<file path="config.mk">
export PLATFORM = sky130hd
export DESIGN_NAME = sync_arith_unit_pipe
export DESIGN_NICKNAME = d
export VERILOG_FILES = /design/src/rtl/alu_pkg.sv /design/src/rtl/sync_arith_core.sv /design/src/rtl/sync_arith_unit_pipe.sv
export SDC_FILE = /design/constraint.sdc
export NUM_CORES = 1
export LEC_CHECK = 0
export ABC_AREA = 1
export BUFFER_PORTS_ARGS = -buffer_cell sky130_fd_sc_hd__buf_4
export CORE_MARGIN = 2
export CORE_UTILIZATION = 40
export CTS_BUF_LIST = sky130_fd_sc_hd__clkbuf_4 sky130_fd_sc_hd__clkbuf_8
export CTS_CLUSTER_DIAMETER = 80
export DETAILED_ROUTE_END_ITERATION = 12
export PLACE_DENSITY = 0.71
export SYNTH_ARGS = -nofsm -noshare
export SYNTH_HDL_FRONTEND = slang
export SYNTH_SLANG_ARGS = --single-unit
</file>
<file path="constraint.sdc">
create_clock -name i_clk -period 2.15 [get_ports i_clk]
set_clock_uncertainty 0.1 [all_clocks]
set_input_delay 0.43 -clock i_clk [delete_from_list [all_inputs] [get_ports i_clk]]
set_output_delay 0.43 -clock i_clk [all_outputs]
set_load 0.02 [all_outputs]
</file>
<file path="src/rtl/alu_pkg.sv">
// Shared opcode encoding and status bit positions for the pipelined arithmetic unit.
// No logic of its own: types and constants only.
// Not applicable: no handshake lives here.
package alu_pkg;

   localparam int ALU_OP_W = 2;

   typedef enum logic [1:0] {
      ALU_SUB  = 2'b00,
      ALU_COMP = 2'b01,
      ALU_SUM  = 2'b10,
      ALU_CONV = 2'b11
   } alu_op_e;

   localparam int ST_OVF = 0;
   localparam int ST_ZERO = 1;
   localparam int ST_NEG = 2;
   localparam int ST_ERR = 3;
   localparam int ST_W = 4;

endpackage

</file>
<file path="src/rtl/sync_arith_core.sv">
// Combinational core: {op, A, B} -> {result, status} for SUB, COMP, SUM and CONV.
// Zero cycles; sits between the S1 operand register and the S2 result register.
// No flow control: the surrounding pipeline decides when the output is captured.
module sync_arith_core
   import alu_pkg::*;
#(
   parameter int M = 8
) (
   input  alu_op_e          i_op,
   input  logic [M-1:0]     i_a,
   input  logic [M-1:0]     i_b,
   output logic [M-1:0]     o_result,
   output logic [ST_W-1:0]  o_status
);

   // M as an M-bit value so the SUM index test is a plain unsigned compare.
   localparam logic [M-1:0] M_VAL = M[M-1:0];
   localparam logic [M-1:0] MIN_NEG = {1'b1, {(M-1){1'b0}}};

   logic [M+1:0] sub_r;
   logic         sub_ovf;
   logic [M-1:0] sum_s;
   logic         sum_ovf;
   logic         b_in_range;
   logic [M-1:0] bit_mask;
   logic [M-2:0] conv_mag;
   logic         lt;
   logic         ovf;
   logic         err;
   logic [M-1:0] res;

   // Evaluate every op in parallel, then select result and OVF/ERR by opcode.
   always_comb begin
      // A - 2B in M+2 bits: 2B is B sign-extended by one bit and shifted left.
      sub_r      = {{2{i_a[M-1]}}, i_a} - {i_b[M-1], i_b, 1'b0};
      // In range only when the top three bits agree (pure sign extension).
      sub_ovf    = !((sub_r[M+1] == sub_r[M]) && (sub_r[M] == sub_r[M-1]));
      sum_s      = i_a + i_b;
      sum_ovf    = (i_a[M-1] == i_b[M-1]) && (sum_s[M-1] != i_a[M-1]);
      b_in_range = (i_b < M_VAL);
      bit_mask   = {{(M-1){1'b0}}, 1'b1} << i_b;
      // Low M-1 bits of -A; carries from the dropped sign bit never reach them.
      conv_mag   = (~i_a[M-2:0]) + {{(M-2){1'b0}}, 1'b1};
      lt         = ($signed(i_a) < $signed(i_b));
      ovf        = 1'b0;
      err        = 1'b0;
      res        = '0;
      case (i_op)
         ALU_SUB: begin
            res = sub_r[M-1:0];
            ovf = sub_ovf;
         end
         ALU_COMP: begin
            res = {{(M-1){1'b0}}, lt};
         end
         ALU_SUM: begin
            ovf = sum_ovf;
            if (b_in_range) begin
               res = sum_s & ~bit_mask;
            end else begin
               res = sum_s;
               err = 1'b1;
            end
         end
         ALU_CONV: begin
            if (!i_a[M-1]) begin
               res = i_a;
            end else if (i_a == MIN_NEG) begin
               // Most negative value has no sign-magnitude form: pass through, flag it.
               res = i_a;
               err = 1'b1;
            end else begin
               res = {1'b1, conv_mag};
            end
         end
         default: begin
            res = '0;
         end
      endcase
      o_result         = res;
      o_status         = '0;
      o_status[ST_OVF]  = ovf;
      o_status[ST_ZERO] = (res == '0);
      o_status[ST_NEG]  = res[M-1];
      o_status[ST_ERR]  = err;
   end

endmodule

</file>
<file path="src/rtl/sync_arith_unit_pipe.sv">
// Two-stage valid/ready arithmetic unit: S1 holds operands, S2 holds result+status; saturating error count.
// One edge into S1, one more into S2 (result visible after the second register); 1 beat/cycle.
// Stalls hold S2 stable; o_ready is combinational with no skid, so at most 2 beats are buffered.
module sync_arith_unit_pipe
   import alu_pkg::*;
#(
   parameter int N = ALU_OP_W,
   parameter int M = 8,
   parameter int C = 8
) (
   input  logic            i_clk,
   input  logic            i_reset,
   input  logic            i_valid,
   output logic            o_ready,
   input  logic [N-1:0]    i_op,
   input  logic [M-1:0]    i_arg_A,
   input  logic [M-1:0]    i_arg_B,
   output logic            o_valid,
   input  logic            i_ready,
   output logic [M-1:0]    o_result,
   output logic [ST_W-1:0] o_status,
   output logic [C-1:0]    o_err_cnt
);

   logic            s1_v_q, s1_v_d;
   alu_op_e         s1_op_q, s1_op_d;
   logic [M-1:0]    s1_a_q, s1_a_d;
   logic [M-1:0]    s1_b_q, s1_b_d;
   logic            s2_v_q, s2_v_d;
   logic [M-1:0]    s2_res_q, s2_res_d;
   logic [ST_W-1:0] s2_st_q, s2_st_d;
   logic [C-1:0]    err_cnt_q, err_cnt_d;

   logic            s2_load;
   logic            s1_adv;
   logic            accept;
   logic            retire;
   logic [M-1:0]    core_res;
   logic [ST_W-1:0] core_st;

   sync_arith_core #(
      .M (M)
   ) u_core (
      .i_op     (s1_op_q),
      .i_a      (s1_a_q),
      .i_b      (s1_b_q),
      .o_result (core_res),
      .o_status (core_st)
   );

   // Handshake: S2 can take a beat when empty or draining; S1 can when empty or moving on.
   always_comb begin
      s2_load = !s2_v_q || i_ready;
      s1_adv  = s1_v_q && s2_load;
      o_ready = !s1_v_q || s2_load;
      accept  = i_valid && o_ready;
      retire  = s2_v_q && i_ready;
   end

   // Next state for both pipeline stages and the saturating error counter.
   always_comb begin
      s1_v_d    = s1_v_q;
      s1_op_d   = s1_op_q;
      s1_a_d    = s1_a_q;
      s1_b_d    = s1_b_q;
      s2_v_d    = s2_v_q;
      s2_res_d  = s2_res_q;
      s2_st_d   = s2_st_q;
      err_cnt_d = err_cnt_q;

      if (accept) begin
         s1_v_d  = 1'b1;
         s1_op_d = alu_op_e'(i_op);
         s1_a_d  = i_arg_A;
         s1_b_d  = i_arg_B;
      end else if (s1_adv) begin
         s1_v_d = 1'b0;
      end

      // Data is only replaced when a real beat arrives, so a drained S2 keeps its last value.
      if (s2_load) begin
         s2_v_d = s1_v_q;
         if (s1_v_q) begin
            s2_res_d = core_res;
            s2_st_d  = core_st;
         end
      end

      if (retire && (s2_st_q[ST_OVF] || s2_st_q[ST_ERR]) && (err_cnt_q != {C{1'b1}})) begin
         err_cnt_d = err_cnt_q + {{(C-1){1'b0}}, 1'b1};
      end
   end

   // State registers; reset drops any in-flight beats and clears the visible outputs.
   always_ff @(posedge i_clk or posedge i_reset) begin
      if (i_reset) begin
         s1_v_q    <= 1'b0;
         s1_op_q   <= ALU_SUB;
         s1_a_q    <= '0;
         s1_b_q    <= '0;
         s2_v_q    <= 1'b0;
         s2_res_q  <= '0;
         s2_st_q   <= '0;
         err_cnt_q <= '0;
      end else begin
         s1_v_q    <= s1_v_d;
         s1_op_q   <= s1_op_d;
         s1_a_q    <= s1_a_d;
         s1_b_q    <= s1_b_d;
         s2_v_q    <= s2_v_d;
         s2_res_q  <= s2_res_d;
         s2_st_q   <= s2_st_d;
         err_cnt_q <= err_cnt_d;
      end
   end

   assign o_valid   = s2_v_q;
   assign o_result  = s2_res_q;
   assign o_status  = s2_st_q;
   assign o_err_cnt = err_cnt_q;

endmodule

</file>
==> results of run 1 <==
==> layout make-up <==
class | count | area share, %
tap | 99 | 3.24
timing repair buffer | 69 | 14.1
clock buffer | 6 | 2.00
inverter | 50 | 4.98
sequential | 39 | 25.7
clock inverter | 2 | 0.327
multi-input combinational | 321 | 49.7
==> cell families after synthesis <==
kind of cell    after synthesis  share of synthesized area (%)
compound gates               58                           10.5
flops                        39                           33.4
buf+inv                      57                           7.89
simple gates                227                           33.3
mux                           2                          0.772
fa+ha+maj                    26                           11.7
xor+xnor                      8                           2.40
==> state kept, by name, indices dropped and copies added, names as in the netlist <==
register   flops
o_err_cnt      8
o_result       7
o_status       4
o_valid        1
s1_a_q         8
s1_b_q         8
s1_op_q        2
s1_v_q         1
==> critical path, stage by stage (launching register included) <==
cell,delay [ps]
dfrtp_2,460
buf_6,130
ha_4,250
nor2_2,130
nand2_1,80
nand2_1,100
nand2_2,90
nand2_2,90
nand2_1,50
nand2_1,60
nor2_2,40
nor2_2,110
nand2_1,60
nor2_1,90
nand3_1,70
nand2_1,60
==> per-layer routing <==
layer,track usage [%],up-vias,part of all wire (%)
met1,27.6,1360,45
li1,-,1476,-
met3,2.77,27,5.0
met2,31.8,88,47
met4,7.60,0,3.4
met5,0,-,0
==> repair_timing <==
action | CTS | global route
gates cloned | 0 | 0
hold buffers | 0 | 0
setup buffers | 0 | 9
pin swaps | 0 | 9
resized for setup | 2 | 52
setup endpoints to repair | 1 | 5
==> where the power goes <==
group / internal [mW] / switching [mW] / total [mW]
logic: 0.852 / 1.15 / 2.00
registers: 0.922 / 0.199 / 1.12
clock network: 0.240 / 0.289 / 0.529
==> cells in the final DEF (no fill, tap or decap), types with 2 or more instances in the layout <==
master    netlist  layout
nand2_1       113     109
buf_4           2      66
nor2_1         54      47
inv_1          50      40
dfrtp_1        39      34
nand3_1        35      30
a21oi_1        32      29
o21ai_0        18      17
ha_1           24      14
nor2_2          6      13
inv_2           0       9
ha_4            0       9
nor3_1          7       7
nand3_2         1       6
xor2_1          5       5
nand2_2         1       5
clkbuf_8        0       5
dfrtp_2         0       5
xnor2_1         3       3
a21oi_2         0       3
a21o_1          3       3
o21bai_1        2       2
a31oi_1         2       2
nand4_1         2       2
mux2_2          2       2
fa_2            0       2
buf_6           1       2
==> per-stage QoR <==
stage | std cells | instance area [sq um] | worst slack (ps) | util, % | TNS [ps]
2_1_floorplan | 417 | 2920 | 70.8 | - | 0
3_3_place_gp | 569 | 3450 | 23.8 | 48.1 | 0
3_5_place_dp | 569 | 3450 | 3.87 | 48.1 | 0
4_1_cts | 577 | 3540 | 5.38 | 49.3 | 0
5_1_grt | 586 | 3820 | -95.1 | 53.3 | -95.1
6_report | 586 | 3820 | 96.8 | 53.3 | 0
==> how the worst max path moves through the flow <==
stage / startpoint / endpoint / slack (ps) / depth (start not counted)
after floorplan: s1_a_q[1] / o_status[1] / 70 / 15
after global placement: s1_b_q[1] / o_status[1] / 20 / 13
after detailed placement: s1_b_q[1] / o_status[1] / 4 / 15
after CTS: s1_a_q[2] / o_status[1] / 5 / 14
after global routing: s1_a_q[1] / o_status[1] / -100 / 15
final: s1_a_q[2] / o_status[1] / 100 / 15
==> results.json, run 1 <==
{
  "antenna_found_initial": 0,
  "grt_pass1_wl_mm": 12.2,
  "die_w_microns": 89.4,
  "first_pass_iters": 5,
  "core_area_sq_mm": 0.00718,
  "yosysSeqAreaShare_pct": 33.4,
  "yosysMostFrequentCell": "nand2_1",
  "drive_above_1_share_pct": 27.9,
  "numCtsBuffers": 5,
  "routedWlPerCell_microns": 13.5,
  "initial_core_util_pct": 40.7,
  "ys_seq_elements": 39,
  "fillers": 685,
  "rows": 31,
  "die_y_microns": 89.4,
  "min_period_over_period_pct": 95.5,
  "drc": 0,
  "leakage_nw": 1.95,
  "grt_max_degree": 40,
  "clock_path_buffers": 2,
  "clk_pin_slew_ps": 100,
  "startpoint_type": "register",
  "postRouteAntennaNets": 0,
  "rsz0062_at_grt": "true",
  "report.final.setup_viol": 0,
  "hold_path.class": "input port to asynchronous set/reset pin",
  "grt_usage_pct": 20.0,
  "r2r-start": "s1_a_q[2]",
  "synth_nets": 465,
  "avgSynthCellArea_sq_um": 7.00,
  "cts_sinks": 39,
  "status": "finished, final reports clean",
  "h-tree-depth": 2,
  "hold_ws_ps": 141,
  "ys_top_cells_by_area": "dfrtp_1 (33%), nand2_1 (15%), ha_1 (10%)",
  "critPathArrivalTime_ps": 2190,
  "ys_types": 32,
  "reg2reg_to": "o_status[1]",
  "cp_data_required_time_ps": 2290,
  "register_area_sq_um": 982,
  "syn-instance-count": 417,
  "critPathCaptureType": "register",
  "critPathKind": "register to register",
  "cp_max_fo": 5,
  "routed-via-count": 2951,
  "max_freq_mhz": 487,
  "n_antenna_cell": 0,
  "final_hold_viol_count": 0,
  "multiInputGateArea_sq_mm": 0.00190,
  "overflow": 0,
  "syn_to_final_growth_pct": 31.0,
  "reg2reg_slack_ps": 100,
  "peakVddDrop_v": 0.000416,
  "synth_area_sq_mm": 0.00292,
  "insertion_delay_ps": 310,
  "ys.flop_type": "dfrtp_1",
  "synth_top_cell_area_share_pct": 33.4,
  "synth_edf_count": 0,
  "hpwlAfterDp_mm": 6.07,
  "yosysWarnings": 0,
  "vias_per_cell": 5.04,
  "power_density_mw_per_mm2": 955,
  "p_total_mw": 3.65,
  "drt_iter0_drc": 230,
  "tightestPinTransition_ps": 510,
  "die_area_sq_mm": 0.00799,
  "wirelength_mm": 7.90,
  "synth_largest_area_cell": "dfrtp_1",
  "drv_cap": 0,
  "port_buffers": 43,
  "rr_worst_depth": 15,
  "cts-root-buf": "clkbuf_8",
  "finalNetCount": 534,
  "cts_tree": "yes",
  "slew_headroom_pct": 66.0,
  "async_reset_ff_share_pct": 100,
  "grt_pass1_vias": 2619,
  "ioPinCount": 44,
  "drv_slew": 0,
  "finalWeightedCongestion": 1.03,
  "period_needed_ps": 2050,
  "netlist_top_cells_count": "nand2_1 (113), nor2_1 (54), inv_1 (50), dfrtp_1 (39), nand3_1 (35)"
}
Power figures use the tool's default switching activity.
==> inputs of run 2 (changes only) <==
--- a/config.mk
+++ b/config.mk
@@ -12,7 +12,9 @@
 export CTS_BUF_LIST = sky130_fd_sc_hd__clkbuf_4 sky130_fd_sc_hd__clkbuf_8
 export CTS_CLUSTER_DIAMETER = 80
 export DETAILED_ROUTE_END_ITERATION = 12
+export GPL_ROUTABILITY_DRIVEN = 0
 export PLACE_DENSITY = 0.71
+export RECOVER_POWER = 100
 export SYNTH_ARGS = -nofsm -noshare
 export SYNTH_HDL_FRONTEND = slang
 export SYNTH_SLANG_ARGS = --single-unit
==> constraint.sdc (replaced) <==
create_clock -name i_clk -period 1.8 [get_ports i_clk]
set_clock_uncertainty 0.1 [all_clocks]
set_input_delay 0.36 -clock i_clk [delete_from_list [all_inputs] [get_ports i_clk]]
set_output_delay 0.36 -clock i_clk [all_outputs]
set_load 0.02 [all_outputs]
==> run 2 against run 1 <==
  * The flow now finishes with violations (setup timing)
  * Die area unchanged
  * Clock power increased by 71%
  * Sequential share of layout area decreased by 3.3 points
  * Wire length increased by 17%
  * Worst hold slack improved by 51 ps
  * Non-clock buffer count increased by 46
  * Power increased by 43%
  * Register-to-register slack got worse by 470 ps
  * Cell area increased by 15%
  * Final cell count increased by 7.8%
  * Maximum frequency decreased by 5.7%
  * Critical path depth increased by 1
==> results.json, run 2 (same netlist as run 1, synthesis figures left out) <==
{
  "status": "finished with violations",
  "violations": "setup timing",
  "antenna_found_initial": 0,
  "critPathCaptureType": "register",
  "report.final.setup_viol": 10,
  "reg2reg_slack_ps": -380,
  "initial_core_util_pct": 40.7,
  "wirelength_mm": 9.23,
  "postRouteAntennaNets": 0,
  "period_needed_ps": 2180,
  "die_y_microns": 89.4,
  "placed_area_sq_mm": 0.00381,
  "ioPinCount": 44,
  "cts_tree": "yes",
  "critical_path.cell_chain": "inv_2 > ha_4 > fa_2 > inv_2 > nand2_2 > nand2_2 > nand3_2 > nand2_1 > nand2_2 > nand3_2 > nand2_2 > nor2_2 > nand2_1 > nor2_1 > nand3_1 > nand2_1",
  "rows": 31,
  "routed-via-count": 3221,
  "grt_pass1_vias": 3071,
  "drv_slew": 0,
  "tightestPinTransition_ps": 969,
  "die_area_sq_mm": 0.00799,
  "reg2reg_to": "o_status[1]",
  "fillers": 619,
  "rr_worst_depth": 16,
  "setup-tns-final_ps": -2400,
  "cp_max_fo": 3,
  "core_area_sq_mm": 0.00718,
  "grt_pass1_wl_mm": 14.4,
  "startpoint_type": "register",
  "vias_per_cell": 5.10,
  "fin_util_pct": 61.0,
  "r2r-start": "s1_a_q[1]",
  "clock_path_buffers": 2,
  "n_antenna_cell": 0,
  "syn_to_final_growth_pct": 50.1,
  "drive_above_1_share_pct": 39.6,
  "insertion_delay_ps": 300,
  "critPathMostFrequentCell": "nand2_2",
  "power_density_mw_per_mm2": 1190,
  "worst-path-buf-inv": 2,
  "h-tree-depth": 2,
  "slew_headroom_pct": 35.4,
  "design_area_sq_mm": 0.00438,
  "routedWlPerCell_microns": 14.6,
  "crit_cells": 16,
  "final_cell_mix": "buf_4 (104), nand2_1 (97), nor2_1 (49)",
  "hold_path.class": "input port to register",
  "final_hold_viol_count": 0,
  "critPathArrivalTime_ps": 2320,
  "hold_start": "i_op[0]",
  "cts-root-buf": "clkbuf_8",
  "grt_max_degree": 40,
  "critPathTopFamily": "simple AND/OR/NAND/NOR gates",
  "numCtsBuffers": 5,
  "critPathKind": "register to register",
  "critPathSlowestCell": "dfrtp_1",
  "grt_usage_pct": 23.5,
  "dp.cells": 613,
  "clk_pin_slew_ps": 90,
  "drv_cap": 0,
  "hold_ws_ps": 192,
  "overflow": 0,
  "finalNetCount": 580,
  "worst_slack_ps": -378,
  "drc": 0,
  "hold_depth": 2,
  "peakVddDrop_v": 0.000636,
  "drt_iter0_drc": 192,
  "cts_sinks": 39,
  "die_w_microns": 89.4,
  "min_period_over_period_pct": 121,
  "min_to": "s1_op_q[0]",
  "hpwlAfterDp_mm": 6.47,
  "slowest_delay_ps": 380,
  "layout_commonest_cell": "buf_4",
  "leakage_nw": 2.22,
  "dp_slack_ps": -282,
  "final_cells": 632,
  "cp_data_required_time_ps": 1940,
  "port_buffers": 43,
  "p_total_mw": 5.21,
  "first_pass_iters": 5,
  "max_freq_mhz": 459,
  "rsz0062_at_grt": "true"
}
run 2: changes by cell type in the layout (fill, tap and decap cells not counted), moves of 4 or more:
cell and delta:
nand2_1 -12, o21ai_0 -6, buf_4 +38, nand2_2 +12
buf_6 +7, nand3_2 +7, nand3_1 -8, nor2_2 -4
run 2: cell type report:
| class | count | area (sq um) | share of cell area, % |
|---|---|---|---|
| clock buffers | 6 | 76.3 | 1.74 |
| clock inverters | 2 | 60.1 | 1.37 |
| inverters | 50 | 195 | 4.46 |
| multi-input cells | 321 | 2050 | 46.7 |
| flip-flops and latches | 39 | 982 | 22.4 |
| well taps | 99 | 124 | 2.83 |
| repair buffers | 115 | 895 | 20.4 |
run 2: worst max path at each step:
stage	slack, ps	end	from
2_1_floorplan	-140	o_status[0]	s1_a_q[1]
3_3_place_gp	-220	o_status[1]	s1_b_q[1]
3_5_place_dp	-280	o_status[1]	s1_a_q[1]
4_1_cts	-290	o_status[1]	s1_b_q[0]
5_1_grt	-480	o_status[0]	s1_a_q[1]
6_report	-380	o_status[1]	s1_a_q[1]
run 2: timing repair:
action | CTS | global route
pin swaps | 13 | 28
hold buffers | 0 | 0
endpoints found under the setup margin | 11 | 12
buffers inserted | 7 | 5
resized for setup | 41 | 53
run 2: report_power, final:
part / leakage [nW] / internal (mW) / switching [mW]
combinational: 1.69 / 1.35 / 1.64
sequential: 0.456 / 1.10 / 0.214
clock: 0.0688 / 0.570 / 0.336
run 2: routing by layer:
layer	share of wire, %	wire [microns]	up-vias	GRT usage (%)
met2	50	4570	131	40.6
met1	43	3940	1496	31.2
met3	5.5	503	25	3.14
met4	2.3	216	0	5.43
li1	-	-	1569	-
met5	0	0	-	0
run 2: worst reg2reg max path, stage by stage, from the launching register on:
cell and delay, ps:
dfrtp_1 380, inv_2 70, ha_4 170, fa_2 360, inv_2 80, nand2_2 70
nand2_2 90, nand3_2 80, nand2_1 90, nand2_2 90, nand3_2 90, nand2_2 70
nor2_2 110, nand2_1 60, nor2_1 90, nand3_1 70, nand2_1 60
==> inputs of run 3 (changes only) <==
--- a/config.mk
+++ b/config.mk
@@ -13,6 +13,7 @@
 export CTS_CLUSTER_DIAMETER = 80
 export DETAILED_ROUTE_END_ITERATION = 12
 export GPL_ROUTABILITY_DRIVEN = 0
+export MAX_ROUTING_LAYER = met4
 export PLACE_DENSITY = 0.71
 export RECOVER_POWER = 100
 export SYNTH_ARGS = -nofsm -noshare
==> run 3 against run 2 <==
  * The run still ends with setup timing left
  * First-iteration DRC count rose by 49%
  * Combinational power barely moved
  * Maximum frequency rose by 0.21%
  * Worst hold slack improved by 3.4 ps
  * Sequential cell count did not move
  * Die area did not move
  * Via count fell by 1.6%
  * Final cell count did not move
  * Critical path depth fell by 1
  * Sequential share of layout area did not move
  * Register-to-register slack barely moved
  * Setup slack improved by 4.5 ps
  * Critical path type unchanged
  * Critical endpoint is now o_status[0]
  * Highest routed layer unchanged
==> results.json, run 3 (same netlist as run 1, synthesis figures left out) <==
{
  "die_area_sq_mm": 0.00799,
  "antenna_found_initial": 0,
  "drive_above_1_share_pct": 39.6,
  "critPathKind": "register to register",
  "h-tree-depth": 2,
  "min_period_over_period_pct": 121,
  "cts_tree": "yes",
  "die_w_microns": 89.4,
  "finalNetCount": 580,
  "drc": 0,
  "numCtsBuffers": 5,
  "initial_core_util_pct": 40.7,
  "worst_slack_ps": -373,
  "grt_max_degree": 40,
  "grt_pass1_wl_mm": 14.3,
  "cts-root-buf": "clkbuf_8",
  "routed-via-count": 3169,
  "final_hold_viol_count": 0,
  "clock_path_buffers": 2,
  "vias_per_cell": 5.01,
  "critPathSlowestCell": "dfrtp_1",
  "hold_buffers": 0,
  "overflow": 0,
  "critical_path.cell_chain": "inv_2 > ha_4 > fa_2 > inv_2 > nand2_2 > nand2_2 > nand3_2 > nand3b_1 > nand3_2 > nand2_2 > nand3_2 > nand3_2 > nand2_1 > nand2_1 > nand2_1",
  "rows": 31,
  "grt_pass1_vias": 3075,
  "leakage_nw": 2.22,
  "port_buffers": 43,
  "slew_headroom_pct": 35.7,
  "core_area_sq_mm": 0.00718,
  "period_needed_ps": 2170,
  "reg2reg_slack_ps": -370,
  "critPathCaptureType": "register",
  "slowest_delay_ps": 380,
  "ioPinCount": 44,
  "violations": "setup timing",
  "clk_pin_slew_ps": 90,
  "status": "finished with violations",
  "final_cell_mix": "buf_4 (104), nand2_1 (97), nor2_1 (49)",
  "die_y_microns": 89.4,
  "max_freq_mhz": 460,
  "drt_iter0_drc": 286,
  "critPathArrivalTime_ps": 2270,
  "power_density_mw_per_mm2": 1190,
  "cts_sinks": 39,
  "n_antenna_cell": 0,
  "startpoint_type": "register",
  "drv_cap": 0,
  "tightestPinTransition_ps": 965,
  "routedWlPerCell_microns": 14.5,
  "peakVddDrop_v": 0.000636,
  "grt_usage_pct": 24.1,
  "layout_commonest_cell": "buf_4",
  "rsz0062_at_grt": "true",
  "cp_data_required_time_ps": 1900,
  "syn_to_final_growth_pct": 50.1,
  "report.final.setup_viol": 10,
  "critPathMostFrequentCell": "nand3_2",
  "wirelength_mm": 9.14,
  "drv_slew": 0,
  "hold_path.class": "input port to register",
  "postRouteAntennaNets": 0,
  "cp_max_fo": 3,
  "first_pass_iters": 4,
  "hpwlAfterDp_mm": 6.47,
  "dp_slack_ps": -282,
  "insertion_delay_ps": 300,
  "p_total_mw": 5.20
}
-- run 3: cell counts in the layout (fill, tap and decap cells not counted) --
No cell type changed its count.
-- run 3: routing by layer --
| metal | routed length [microns] | track usage, % | vias up |
|---|---|---|---|
| li1 | - | - | 1572 |
| met1 | 3870 | 31.2 | 1482 |
| met2 | 4560 | 40.6 | 97 |
| met3 | 488 | 2.86 | 18 |
| met4 | 219 | 5.43 | 0 |
| met5 | 0 | - | - |
-- run 3: repair_timing --
item,in CTS,in global routing
resized for setup,41,53
endpoints found under the setup margin,11,12
setup buffers,7,5
pin swaps,13,28
-- run 3: final cells by class --
class | count | area, sq um
sequential | 39 | 982
timing repair buffer | 115 | 895
tap | 99 | 124
fill | 619 | 2800
inverter | 50 | 195
clock inverter | 2 | 60.1
clock buffer | 6 | 76.3
multi-input combinational | 321 | 2050
-- run 3: report_power, final --
| group | internal [mW] | total [mW] | switching (mW) |
|---|---|---|---|
| combinational | 1.35 | 2.98 | 1.63 |
| clock | 0.570 | 0.902 | 0.333 |
| sequential | 1.10 | 1.31 | 0.213 |
-- run 3: stage by stage --
| stage | std cells | setup TNS [ps] | hold slack (ps) | cell area [sq um] | utilization [%] |
|---|---|---|---|---|---|
| after floorplan | 417 | -295 | 411 | 2950 | - |
| after global placement | 613 | -1400 | 377 | 3810 | 53.1 |
| after detailed placement | 613 | -1850 | 382 | 3810 | 53.1 |
| after CTS | 628 | -1640 | 92.6 | 4180 | 58.2 |
| after global routing | 632 | -3330 | 197 | 4380 | 61.0 |
| final | 632 | -2360 | 195 | 4380 | 61.0 |
-- run 3: critical path, delay by kind of cell, from the launching register on --
| family | cells | cell delay [ps] |
|---|---|---|
| flip-flops | 1 | 380 |
| buffers and inverters | 2 | 150 |
| adder cells (fa/ha/maj) | 2 | 530 |
| AND/OR/NAND/NOR | 11 | 910 |
-- run 3: path summary, 6_finish.rpt --
path	from	to	depth (start not counted)
hold / removal	i_op[0]	s1_op_q[0]	2
hold reg to reg	o_result[4]	o_result[4]	2
setup / recovery	s1_a_q[1]	o_status[0]	15
setup reg to reg	s1_a_q[1]	o_status[0]	15
max in group asynchronous	i_reset	s1_a_q[2]	3
min in group asynchronous	i_reset	s1_b_q[0]	3
